$ cat src/rtl/list_prefetch_cache.sv
// Multi-line prefetch cache: packets with a toggle tag fill a ring of line slots, and the stored
// payload words stream out one per beat through a registered valid/ready output.
module list_prefetch_cache #(
  parameter int unsigned DW = 32,
  parameter int unsigned FS = 8,
  parameter int unsigned BS = 2
) (
  input  logic                    CLK,
  input  logic                    RESET,
  input  logic [FS*DW-1:0]        IN,
  input  logic                    i_valid,
  output logic                    next_ready,
  input  logic                    i_flush,
  output logic [DW-1:0]           OUT,
  output logic                    o_valid,
  input  logic                    i_ready,
  output logic                    o_last,
  output logic [$clog2(BS+1)-1:0] o_level
);

  localparam int unsigned TS = FS - 1;
  localparam int unsigned AW = $clog2(BS);
  localparam int unsigned IW = (TS > 1) ? $clog2(TS) : 1;
  localparam int unsigned LW = $clog2(BS + 1);

  typedef logic [TS-1:0][DW-1:0] line_t;

  line_t         line_q [BS];
  logic [AW-1:0] wr_q, wr_d;
  logic [AW-1:0] rd_q, rd_d;
  logic [IW-1:0] idx_q, idx_d;
  logic [LW-1:0] level_q, level_d;
  logic [DW-1:0] last_tag_q, last_tag_d;
  logic [DW-1:0] out_q, out_d;
  logic          o_valid_q, o_valid_d;
  logic          o_last_q, o_last_d;

  logic accept;
  logic store;
  logic load;
  logic line_done;

  always_comb begin
    next_ready = !i_flush && (level_q < LW'(BS));
    accept     = i_valid && next_ready;
    // Duplicate tags are acknowledged but never stored.
    store      = accept && (IN[DW-1:0] != last_tag_q);
    load       = (!o_valid_q || i_ready) && (level_q != '0) && !i_flush;
    line_done  = load && (idx_q == IW'(TS - 1));
  end

  always_comb begin
    wr_d       = wr_q;
    rd_d       = rd_q;
    idx_d      = idx_q;
    level_d    = level_q;
    last_tag_d = last_tag_q;
    out_d      = out_q;
    o_valid_d  = o_valid_q;
    o_last_d   = o_last_q;
    if (i_flush) begin
      wr_d      = '0;
      rd_d      = '0;
      idx_d     = '0;
      level_d   = '0;
      o_valid_d = 1'b0;
      o_last_d  = 1'b0;
    end else begin
      if (store) begin
        wr_d       = wr_q + 1'b1;
        last_tag_d = IN[DW-1:0];
      end
      if (load) begin
        out_d     = line_q[rd_q][idx_q];
        o_valid_d = 1'b1;
        o_last_d  = line_done;
        if (line_done) begin
          idx_d = '0;
          rd_d  = rd_q + 1'b1;
        end else begin
          idx_d = idx_q + 1'b1;
        end
      end else if (!o_valid_q || i_ready) begin
        o_valid_d = 1'b0;
      end
      // A line stored and a line freed in the same cycle cancel out.
      level_d = level_q + LW'(store) - LW'(line_done);
    end
  end

  always_ff @(posedge CLK or posedge RESET) begin
    if (RESET) begin
      wr_q       <= '0;
      rd_q       <= '0;
      idx_q      <= '0;
      level_q    <= '0;
      last_tag_q <= DW'(1);
      out_q      <= '0;
      o_valid_q  <= 1'b0;
      o_last_q   <= 1'b0;
    end else begin
      wr_q       <= wr_d;
      rd_q       <= rd_d;
      idx_q      <= idx_d;
      level_q    <= level_d;
      last_tag_q <= last_tag_d;
      out_q      <= out_d;
      o_valid_q  <= o_valid_d;
      o_last_q   <= o_last_d;
    end
  end

  // Line storage needs no reset: occupancy is tracked by level_q.
  always_ff @(posedge CLK) begin
    if (store) begin
      for (int k = 0; k < TS; k++) begin
        line_q[wr_q][k] <= IN[(k+1)*DW +: DW];
      end
    end
  end

  assign OUT     = out_q;
  assign o_valid = o_valid_q;
  assign o_last  = o_last_q;
  assign o_level = level_q;

endmodule

$ cat config.mk
export PLATFORM = sky130hd
export DESIGN_NAME = list_prefetch_cache
export DESIGN_NICKNAME = d
export VERILOG_FILES = /design/src/rtl/list_prefetch_cache.sv
export SDC_FILE = /design/constraint.sdc
export NUM_CORES = 1
export LEC_CHECK = 0
export CELL_PAD_IN_SITES_DETAIL_PLACEMENT = 1
export CELL_PAD_IN_SITES_GLOBAL_PLACEMENT = 2
export CORE_UTILIZATION = 44
export DETAILED_ROUTE_END_ITERATION = 8
export GPL_ROUTABILITY_DRIVEN = 0
export PLACE_DENSITY_LB_ADDON = 0.2
export SLEW_MARGIN = 40
export SYNTH_ARGS = -nofsm -noshare
export SYNTH_HDL_FRONTEND = slang
export SYNTH_SLANG_ARGS = --single-unit
$ cat constraint.sdc
create_clock -name CLK -period 22.4 [get_ports CLK]
set_input_delay 4.48 -clock CLK [delete_from_list [all_inputs] [get_ports CLK]]
set_output_delay 4.48 -clock CLK [all_outputs]
set_load 0.005 [all_outputs]
Word level (Yosys, flattened, before mapping)

Memory sizes are Yosys's and may differ from the RTL's.
Cells that the tools add are included.

RAM bits: 448
Memories: 1
Flip-flop bits (word level): 73
Output and inout port bits: 37
Word-level logic and storage cells: 54

Reductions and logical operators: 17
Order comparisons: 2
Bitwise logic cells: 1
Eq/ne operators: 2
Muxes and demuxes: 18
Add/subtract/negate cells: 5

Memories:

| name   | depth | bits a word | read ports | clocked after memory_dff | write ports | RTL line | text |
|---|---|---|---|---|---|---|---|
| line_q | 2     | 224         | 1          | 0                        | 1           | 28       | `line_t line_q [BS];` |

Operators with widths:

| operator                                            | number |
|---|---|
| binary-select mux 32 bit (select 3 bit)             | 1 |
| two-way mux 32 bit                                  | 1 |
| inequality test 32 bit                              | 1 |
| two-way mux 1 bit                                   | 12 |
| two-way mux 3 bit                                   | 3 |
| nonzero test 2 bit                                  | 4 |
| logical AND 1 bit                                   | 6 |
| AND reduction 2 bit                                 | 3 |
| < comparator 3 x 4 -> 1 bit (second input constant) | 1 |
| adder 3 x 1 -> 3 bit (second input constant)        | 1 |
| equality test 3 bit (second input constant)         | 1 |
| nonzero test 3 bit                                  | 1 |
| adder 1 bit (second input constant)                 | 2 |
| adder 2 x 1 -> 2 bit                                | 1 |
| logical NOT 1 bit                                   | 2 |
| < comparator 2 bit (second input constant)          | 1 |
| two-way mux 2 bit                                   | 1 |
| subtractor 2 x 1 -> 2 bit                           | 1 |
| logical OR 1 bit                                    | 1 |
| NOT 1 bit                                           | 1 |

Longest topological paths before layout

Gate-level depths: netlist (run 1).

Word-level depth: 8
Gate-level depth with buffers: 10
Gate-level depth less buffers: 9

Worst setup path before layout (run 1)

Ideal clock, no wire load.

Kind: input -> register
Start point: input port IN[24]
End point: memory line_q[0][0] (netlist bit), enable pin
Library setup time: 0.814 ns
Path buffers: 1
Path slack: 7.113 ns
Stages: 6
Data arrival time: 14.472 ns
Cells stage by stage: xor2_1 -> nor4_1 -> nand4_1 -> o211ai_4 -> buf_6 -> nor2_1

Word-level cells in the longest chain between the ends: 4

RTL lines:

| element                                 | RTL line | text |
|---|---|---|
| start: declaration                      | 10       | `input logic [FS*DW-1:0] IN,` |
| inequality test 32 bit                  | 47       | `store = accept && (IN[DW-1:0] != last_tag_q);` |
| logical AND 1 bit                       | 47       |  |
| two-way mux 1 bit                       | 115      | `if (store) begin` |
| two-way mux 1 bit (not written as such) | 117      | `line_q[wr_q][k] <= IN[(k+1)*DW +: DW];` |
| end: declaration                        | 28       |  |

Every way passes these cells.

Worst setup path after layout (run 1)

Start point: input port i_flush
End point: output port next_ready

Word-level cells in the longest chain between the ends: 2

RTL lines:

| element            | RTL line | text |
|---|---|---|
| start: declaration | 13       | `input logic i_flush,` |
| logical NOT 1 bit  | 44       | `next_ready = !i_flush && (level_q < LW'(BS));` |
| logical AND 1 bit  | 44       |  |
| end: declaration   | 12       | `output logic next_ready,` |

Every way passes these cells.

==> summary.txt, run 1 <==
STATUS
--------------------------------------------------------------------------------------------------------
Result of the run                                                                              completed

SYNTH
--------------------------------------------------------------------------------------------------------
Post-Synthesis Cell Area                                                                    19,800 sq um
Net count after synthesis                                                                          1,243
Portion of the post-synthesis area used by sequential elements                                     0.770
Post-synthesis async set-or-reset flop share                                                       0.140
Flip-flop and latch count after synthesis                                                            521
Synth unique cells                                                                                    36
Most used DFF post-synth                                                                        edfxtp_1
YS warnings                                                                                            0
Post-Syn Area per Cell                                                                        20.3 sq um
Cell count after synthesis                                                                           978
Number of synthesized flops with an enable pin                                                       448

FLOORPLAN
--------------------------------------------------------------------------------------------------------
Die span in y                                                                                     214 um
Horiz. Die Dim                                                                                    214 um
Area enclosed by the die boundary                                                           45,900 sq um
Initial core utilization                                                                           0.448
Count of standard-cell rows                                                                           77
Core region area                                                                            44,300 sq um
Total I/O pin count                                                                                  298

CRITICAL PATH
--------------------------------------------------------------------------------------------------------
Worst path max stage delay                                                                       0.63 ns
Worst-path maximum fanout                                                                             12
Setup crit start kind                                                                       primary input
Number of buffers and inverters on the critical path                                                   2
Kind of cell with the highest combined delay on the critical path                           buffers and inverters
Crit path max-delay cell type                                                               clkdlybuf4s50_1
Type of element capturing the critical path                                                 primary output
Required time at the endpoint of the critical path                                              17.92 ns
Worst path arrival time                                                                          6.03 ns
CP cell instances                                                                           clkdlybuf4s50_1 > nor2_1 > clkdlybuf4s50_1
Cell repeated most along the worst path                                                     clkdlybuf4s50_1
Setup Crit Path Kind                                                                              in2out

CLOCKING
--------------------------------------------------------------------------------------------------------
Clock tree from TritonCTS                                                                          built
Number of buffers created by CTS                                                                      54
Num Clock Sinks                                                                                      521
Clk Tree Root Cell                                                                             clkbuf_16
Setup fix buffers added after clock tree synthesis                                                     0
Post-CTS clock slew at the launch and capture registers of the worst setup and hold paths        0.06 ns
Total of hold buffers inserted after clock tree synthesis                                              0
Clock Path Buffers                                                                                     3
Maximum level of the CTS H-tree                                                                        2
Number of gates resized after cts                                                                      0
Clk Latency, worst-skew pair                                                                     0.60 ns

GRT
--------------------------------------------------------------------------------------------------------
Vias in the first global route                                                                    11,400
Global-route wire length before repair                                                           69.7 mm
Aggregate global routing overflow                                                                      0
Pin count of the biggest net entering global routing                                                  80
Overall fraction of global-route tracks in use                                                     0.203
Initial antenna violation count                                                                        7

TIMING
--------------------------------------------------------------------------------------------------------
Worst-Margin Slew                                                                               0.849 ns
Fin Clk Skew                                                                                   0.0315 ns
Count of endpoints failing hold in the final timing report                                             0
Period minus WS final                                                                           10.51 ns
Final period util                                                                                  0.469
Setup violation total in the final timing report                                                       0
Worst relative slew slack                                                                          0.434
Maximum clock rate                                                                              95.2 MHz
Slew Viols, Final                                                                                      0
Unrepaired setup endpoints after global routing                                                       no
Sum Neg Setup Slack                                                                                 0 ns

PWR
--------------------------------------------------------------------------------------------------------
Power per Cell Area                                                                         88.9 nW/um^2
Leakage power summed over all cells                                                              8.23 nW
IR drop worst, VDD                                                                               65.3 uV

ROUTING
--------------------------------------------------------------------------------------------------------
Wire length reported by the detailed router                                                      45.7 mm
Routed wire length per instance                                                                  23.5 um
DRC violation total after the first TritonRoute iteration                                            807
Via density per instance                                                                            5.29
DRC                                                                                                    0
Number of iterations in the first detailed-routing pass                                                5
Antenna viol nets, final                                                                               0
Via count                                                                                         10,300

FINAL LAYOUT
--------------------------------------------------------------------------------------------------------
Area overhead of the layout relative to synthesis                                                  27.3%
Most frequent standard cell in the layout excluding fill and tap cells                          edfxtp_1
Number of standard cells in the layout, taps in and fillers out                                    1,940
Leading cell types in the layout, fill and taps excluded                                    448 x edfxtp_1, 297 x clkdlybuf4s50_1, 96 x mux4_2
Share of layout cells above drive strength 1                                                       0.171
Area of all placed cells without fillers                                                    25,200 sq um
Final #Nets                                                                                        1,566

PLACED DESIGN
--------------------------------------------------------------------------------------------------------
Count of port buffers added during placement                                                         297
Final HPWL DP                                                                                    29.3 mm
Post-placement cell area                                                                    23,500 sq um
Placed cell count                                                                                  1,837

RUN
--------------------------------------------------------------------------------------------------------
Number of violations of the max-capacitance limit                                                      0

WORST HOLD PATH
--------------------------------------------------------------------------------------------------------
HP Class                                                                                         reg2reg

[worst paths after layout]
kind	start	slack, ns	to	cells after the start
max	i_flush	11.89	next_ready	3
min	last_tag_q[1]	0.52	last_tag_q[1]	1
max reg2reg	last_tag_q[0]	19.08	line_q[0][45]	8
min reg2reg	last_tag_q[1]	0.52	last_tag_q[1]	1
max in group asynchronous	RESET	17.01	rd_q	3
min in group asynchronous	RESET	4.25	OUT[21]	2
[where the power goes]
part           internal (mW)  leakage, nW  switching (mW)
sequential              1.13         4.96          0.0344
combinational          0.133         2.44          0.0977
clock                  0.487        0.835           0.361
[routing by layer]
metal  vias up  global-route usage  wire (um)
met2       259               0.343      23200
met5         -                   0         60
met3        52              0.0494       2470
met1      5324               0.266      19300
li1       4617                   -          -
met4         8              0.0464        648
[worst reg2reg max path, cell delays in order, from the launching register on]
cell      delay [ns]
dfstp_2         0.54
xor2_1          0.18
nor4_1          0.08
nand4_1         0.12
o211ai_4        0.11
buf_4           0.31
nor2_4          0.15
buf_4           0.59
buf_4           0.80
[cells in the mapped netlist, types with 2 or more instances]
cell type / count / area (sq um)
nor4_1: 8 / 50.1
a31oi_1: 31 / 194
a22oi_1: 31 / 233
buf_6: 3 / 33.8
a21oi_1: 36 / 180
edfxtp_1: 448 / 13500
xor2_1: 33 / 289
mux2_2: 24 / 270
mux4_2: 96 / 2160
inv_1: 5 / 18.8
nand4_1: 2 / 12.5
xnor2_1: 2 / 17.5
dfrtp_1: 72 / 1800
buf_2: 13 / 65.1
mux2_1: 8 / 90.1
mux2i_1: 33 / 330
clkbuf_1: 28 / 105
buf_4: 3 / 22.5
nor2b_1: 2 / 12.5
nor3b_1: 2 / 15.0
nand2b_1: 2 / 12.5
nor2_1: 78 / 293
nand2_1: 2 / 7.51
ha_1: 4 / 50.1
[final cells by class]
type / instances / area, sq um
inverter: 5 / 21.3
timing repair buffer: 315 / 3140
fill: 3944 / 19100
clock buffer: 75 / 1490
multi-input combinational: 404 / 4360
antenna: 2 / 5.00
tap: 592 / 741
clock inverter: 26 / 193
sequential: 521 / 15300
[stage by stage]
stage / util / power (mW) / worst slack (ns) / hold WS, ns
2_1_floorplan: - / 1.28 / 7.11 / 0.469
3_3_place_gp: 0.530 / 1.41 / 11.85 / 0.495
3_5_place_dp: 0.531 / 1.42 / 11.86 / 0.510
4_1_cts: 0.569 / 2.28 / 11.86 / 0.523
5_1_grt: 0.569 / 2.33 / 11.79 / 0.538
6_report: 0.569 / 2.24 / 11.89 / 0.516
[cells by family after synthesis]
family | synth area share
adder cells (fa/ha/maj) | 0.00252
multiplexers | 0.144
buffers and inverters | 0.0126
AND/OR/NAND/NOR | 0.0216
AO/OA/AOI/OAI | 0.0335
XOR/XNOR | 0.0155
flip-flops | 0.770
[state kept, by name, indices dropped and copies added, names as in the netlist]
| name | count |
|---|---|
| o_last | 1 |
| line_q | 448 |
| idx_q | 3 |
| last_tag_q | 32 |
| o_valid | 1 |
| wr_q | 1 |
| o_level | 2 |
| OUT | 32 |
| rd_q | 1 |
No activity file was read; power rests on OpenSTA's default activity.
==> run 2, diff against run 1 <==
--- a/config.mk
+++ b/config.mk
@@ -7,7 +7,7 @@
 export LEC_CHECK = 0
 export CELL_PAD_IN_SITES_DETAIL_PLACEMENT = 1
 export CELL_PAD_IN_SITES_GLOBAL_PLACEMENT = 2
-export CORE_UTILIZATION = 44
+export CORE_UTILIZATION = 37
 export DETAILED_ROUTE_END_ITERATION = 8
 export GPL_ROUTABILITY_DRIVEN = 0
 export PLACE_DENSITY_LB_ADDON = 0.2
==> constraint.sdc (replaced) <==
create_clock -name CLK -period 9.5 [get_ports CLK]
set_input_delay 1.9 -clock CLK [delete_from_list [all_inputs] [get_ports CLK]]
set_output_delay 1.9 -clock CLK [all_outputs]
set_load 0.005 [all_outputs]
==> run 2 against run 1 <==
  * The flow now finishes with violations (DRC)
  * Critical path depth unchanged
  * Register-to-register slack worse by 13 ns
  * Die area rose by 19%
  * Sequential share of layout area down 0.67 points
  * Combinational power is 140% higher
  * Power rose by 140%
  * Clock power increased by 140%
  * Final cell count is 5.2% higher
  * Non-clock buffer count up 1
  * First-iteration DRC count is 39% lower
  * Flip-flop and latch count unchanged
  * Clock skew down 0.011 ns
  * Critical path type unchanged
  * Highest routed layer unchanged
==> summary.txt, run 2 (synthesis results as in run 1) <==
PLACED DESIGN
--------------------------------------------------------------------------------------------------------
Count of port buffers added during placement                                                         297   unchanged
Final HPWL DP                                                                                    30.5 mm   +4.3%

ROUTING
--------------------------------------------------------------------------------------------------------
Wire length reported by the detailed router                                                      47.4 mm   +3.7%
DRC violation total after the first TritonRoute iteration                                            489   -39%
Routed wire length per instance                                                                  23.2 um   -1.4%
Number of iterations in the first detailed-routing pass                                                7   +2
Via density per instance                                                                            5.04   -4.7%
Antenna viol nets, final                                                                               0   unchanged
DRC                                                                                                   48   +48
Via count                                                                                         10,300   +0.23%

CLOCKING
--------------------------------------------------------------------------------------------------------
Number of buffers created by CTS                                                                      54   unchanged
Number of gates resized after cts                                                                      0   unchanged
Maximum level of the CTS H-tree                                                                        2   unchanged
Clock Path Buffers                                                                                     3   unchanged
Clk Tree Root Cell                                                                             clkbuf_16
Total of hold buffers inserted after clock tree synthesis                                              0   unchanged
Clk Latency, worst-skew pair                                                                     0.60 ns   about the same
Post-CTS clock slew at the launch and capture registers of the worst setup and hold paths        0.06 ns   about the same
Num Clock Sinks                                                                                      521   unchanged
Clock tree from TritonCTS                                                                          built
Setup fix buffers added after clock tree synthesis                                                     0   unchanged

TIMING
--------------------------------------------------------------------------------------------------------
Final period util                                                                                  0.570
Setup violation total in the final timing report                                                       0   unchanged
Worst relative slew slack                                                                          0.437   +0.00246
Maximum clock rate                                                                               185 MHz
Slew Viols, Final                                                                                      0   unchanged
Period minus WS final                                                                            5.42 ns
Count of endpoints failing hold in the final timing report                                             0   unchanged
Fin Clk Skew                                                                                   0.0204 ns   -0.0111 ns
Sum Neg Setup Slack                                                                                 0 ns   unchanged
Unrepaired setup endpoints after global routing                                                       no
Worst-Margin Slew                                                                               0.845 ns   -0.00369 ns

PWR
--------------------------------------------------------------------------------------------------------
Leakage power summed over all cells                                                              8.26 nW   +0.34%
Power per Cell Area                                                                          210 nW/um^2   +140%
IR drop worst, VDD                                                                                208 uV   +220%
Power, Total                                                                                     5.37 mW   +140%

FLOORPLAN
--------------------------------------------------------------------------------------------------------
Area enclosed by the die boundary                                                           54,500 sq um   +19%
Core region area                                                                            52,800 sq um   +19%
Total I/O pin count                                                                                  298   unchanged
Count of standard-cell rows                                                                           84   +9.1%
Initial core utilization                                                                           0.376   -0.0716
Die span in y                                                                                     234 um   +9.0%
Horiz. Die Dim                                                                                    234 um   +9.0%

RUN
--------------------------------------------------------------------------------------------------------
Number of violations of the max-capacitance limit                                                      0   unchanged

WORST HOLD PATH
--------------------------------------------------------------------------------------------------------
HP Class                                                                                         reg2reg

CRITICAL PATH
--------------------------------------------------------------------------------------------------------
Worst path arrival time                                                                          3.52 ns   -2.51 ns
Cell repeated most along the worst path                                                     clkdlybuf4s50_1
Worst-path maximum fanout                                                                             12   unchanged
Setup Crit Path Kind                                                                              in2out
Setup crit start kind                                                                       primary input
Required time at the endpoint of the critical path                                               7.60 ns   -10.32 ns
Number of buffers and inverters on the critical path                                                   2   unchanged
Type of element capturing the critical path                                                 primary output
Kind of cell with the highest combined delay on the critical path                           buffers and inverters
CP cell instances                                                                           clkdlybuf4s50_1 > nor2_1 > clkdlybuf4s50_1
Crit path max-delay cell type                                                               clkdlybuf4s50_1
Worst path max stage delay                                                                       0.68 ns   +0.05 ns

FINAL LAYOUT
--------------------------------------------------------------------------------------------------------
Leading cell types in the layout, fill and taps excluded                                    448 x edfxtp_1, 297 x clkdlybuf4s50_1, 96 x mux4_2
Fillers                                                                                            4,882   +24%
Most frequent standard cell in the layout excluding fill and tap cells                          edfxtp_1
Area overhead of the layout relative to synthesis                                                  28.7%
Multi-input combinational cell area                                                           4360 sq um   unchanged
Final #Nets                                                                                        1,567   +0.064%
FF/Latch Area                                                                               15,300 sq um   unchanged
Register bank with the most flops                                                                 line_q
Share of layout cells above drive strength 1                                                       0.170   -0.000743
Number of flip-flops under the largest register name                                                 448   unchanged

GRT
--------------------------------------------------------------------------------------------------------
Overall fraction of global-route tracks in use                                                     0.176   -0.0276
Global-route wire length before repair                                                           70.2 mm   +0.72%
Initial antenna violation count                                                                       10   +3
Aggregate global routing overflow                                                                      0   unchanged
Pin count of the biggest net entering global routing                                                 116   +45%
Vias in the first global route                                                                    11,100   -2.4%

STATUS
--------------------------------------------------------------------------------------------------------
Violations in the final reports                                                                      DRC
Result of the run                                                                           complete, but fails checks

run 2: cell types whose count changed in the layout (fill, tap and decap cells not counted), moves of 2 or more:
cell and delta:
buf_12 +4, buf_16 +2, buf_4 -6, bufinv_16 +3
clkbuf_1 -4, clkbuf_8 -5, clkinv_1 +5, clkinv_2 -5
clkinv_4 +2, clkinvlp_4 +5, diode_2 +4, inv_6 -2
run 2: worst register-to-register path: stages (launching register included):
cell	delay, ns
dfstp_2	0.54
xor2_1	0.14
nor4_1	0.07
nand4_1	0.14
o211ai_4	0.14
nor2_4	0.13
buf_12	0.32
buf_16	0.47
buf_6	0.64
run 2: final timing paths:
kind                                    start        endpoint  slack (ns)  cells past startpoint
min in group asynchronous               RESET         OUT[23]        1.66                      2
max in group asynchronous               RESET            rd_q        6.92                      3
worst max-delay path                  i_flush      next_ready        4.08                      3
worst min-delay path            last_tag_q[5]   last_tag_q[5]        0.52                      1
worst max register to register  last_tag_q[0]  line_q[1][140]        6.46                      8
worst min register to register  last_tag_q[5]   last_tag_q[5]        0.52                      1
run 2: final cells by class:
type | instances | area share
multi-input combinational | 404 | 0.171
timing repair buffer | 316 | 0.127
clock inverter | 33 | 0.0117
sequential | 521 | 0.599
clock buffer | 67 | 0.0561
antenna | 6 | 0.000588
tap | 688 | 0.0337
inverter | 5 | 0.000833
run 2: per-layer routing:
metal / global-route usage / wire, um
met1: 0.222 / 19300
met2: 0.299 / 24400
met3: 0.0386 / 2460
met4: 0.0580 / 1070
met5: 0 / 60
run 2: per-stage QoR:
step	hold slack (ns)	setup WS [ns]	util	cell area (sq um)	instances
floorplan	0.485	0.651	-	19800	978
global placement	0.510	4.04	0.448	23600	1928
detailed placement	0.509	4.07	0.450	23800	1933
CTS	0.523	4.07	0.483	25500	2033
global route	0.538	3.98	0.484	25500	2037
finish	0.515	4.08	0.484	25500	2040
run 2: report_power, final:
group	switching, mW	total [mW]	internal, mW	leakage [nW]
clock network	0.862	2.06	1.20	0.830
logic	0.241	0.561	0.320	2.47
registers	0.0784	2.74	2.66	4.96
total	1.18	5.37	4.19	8.26
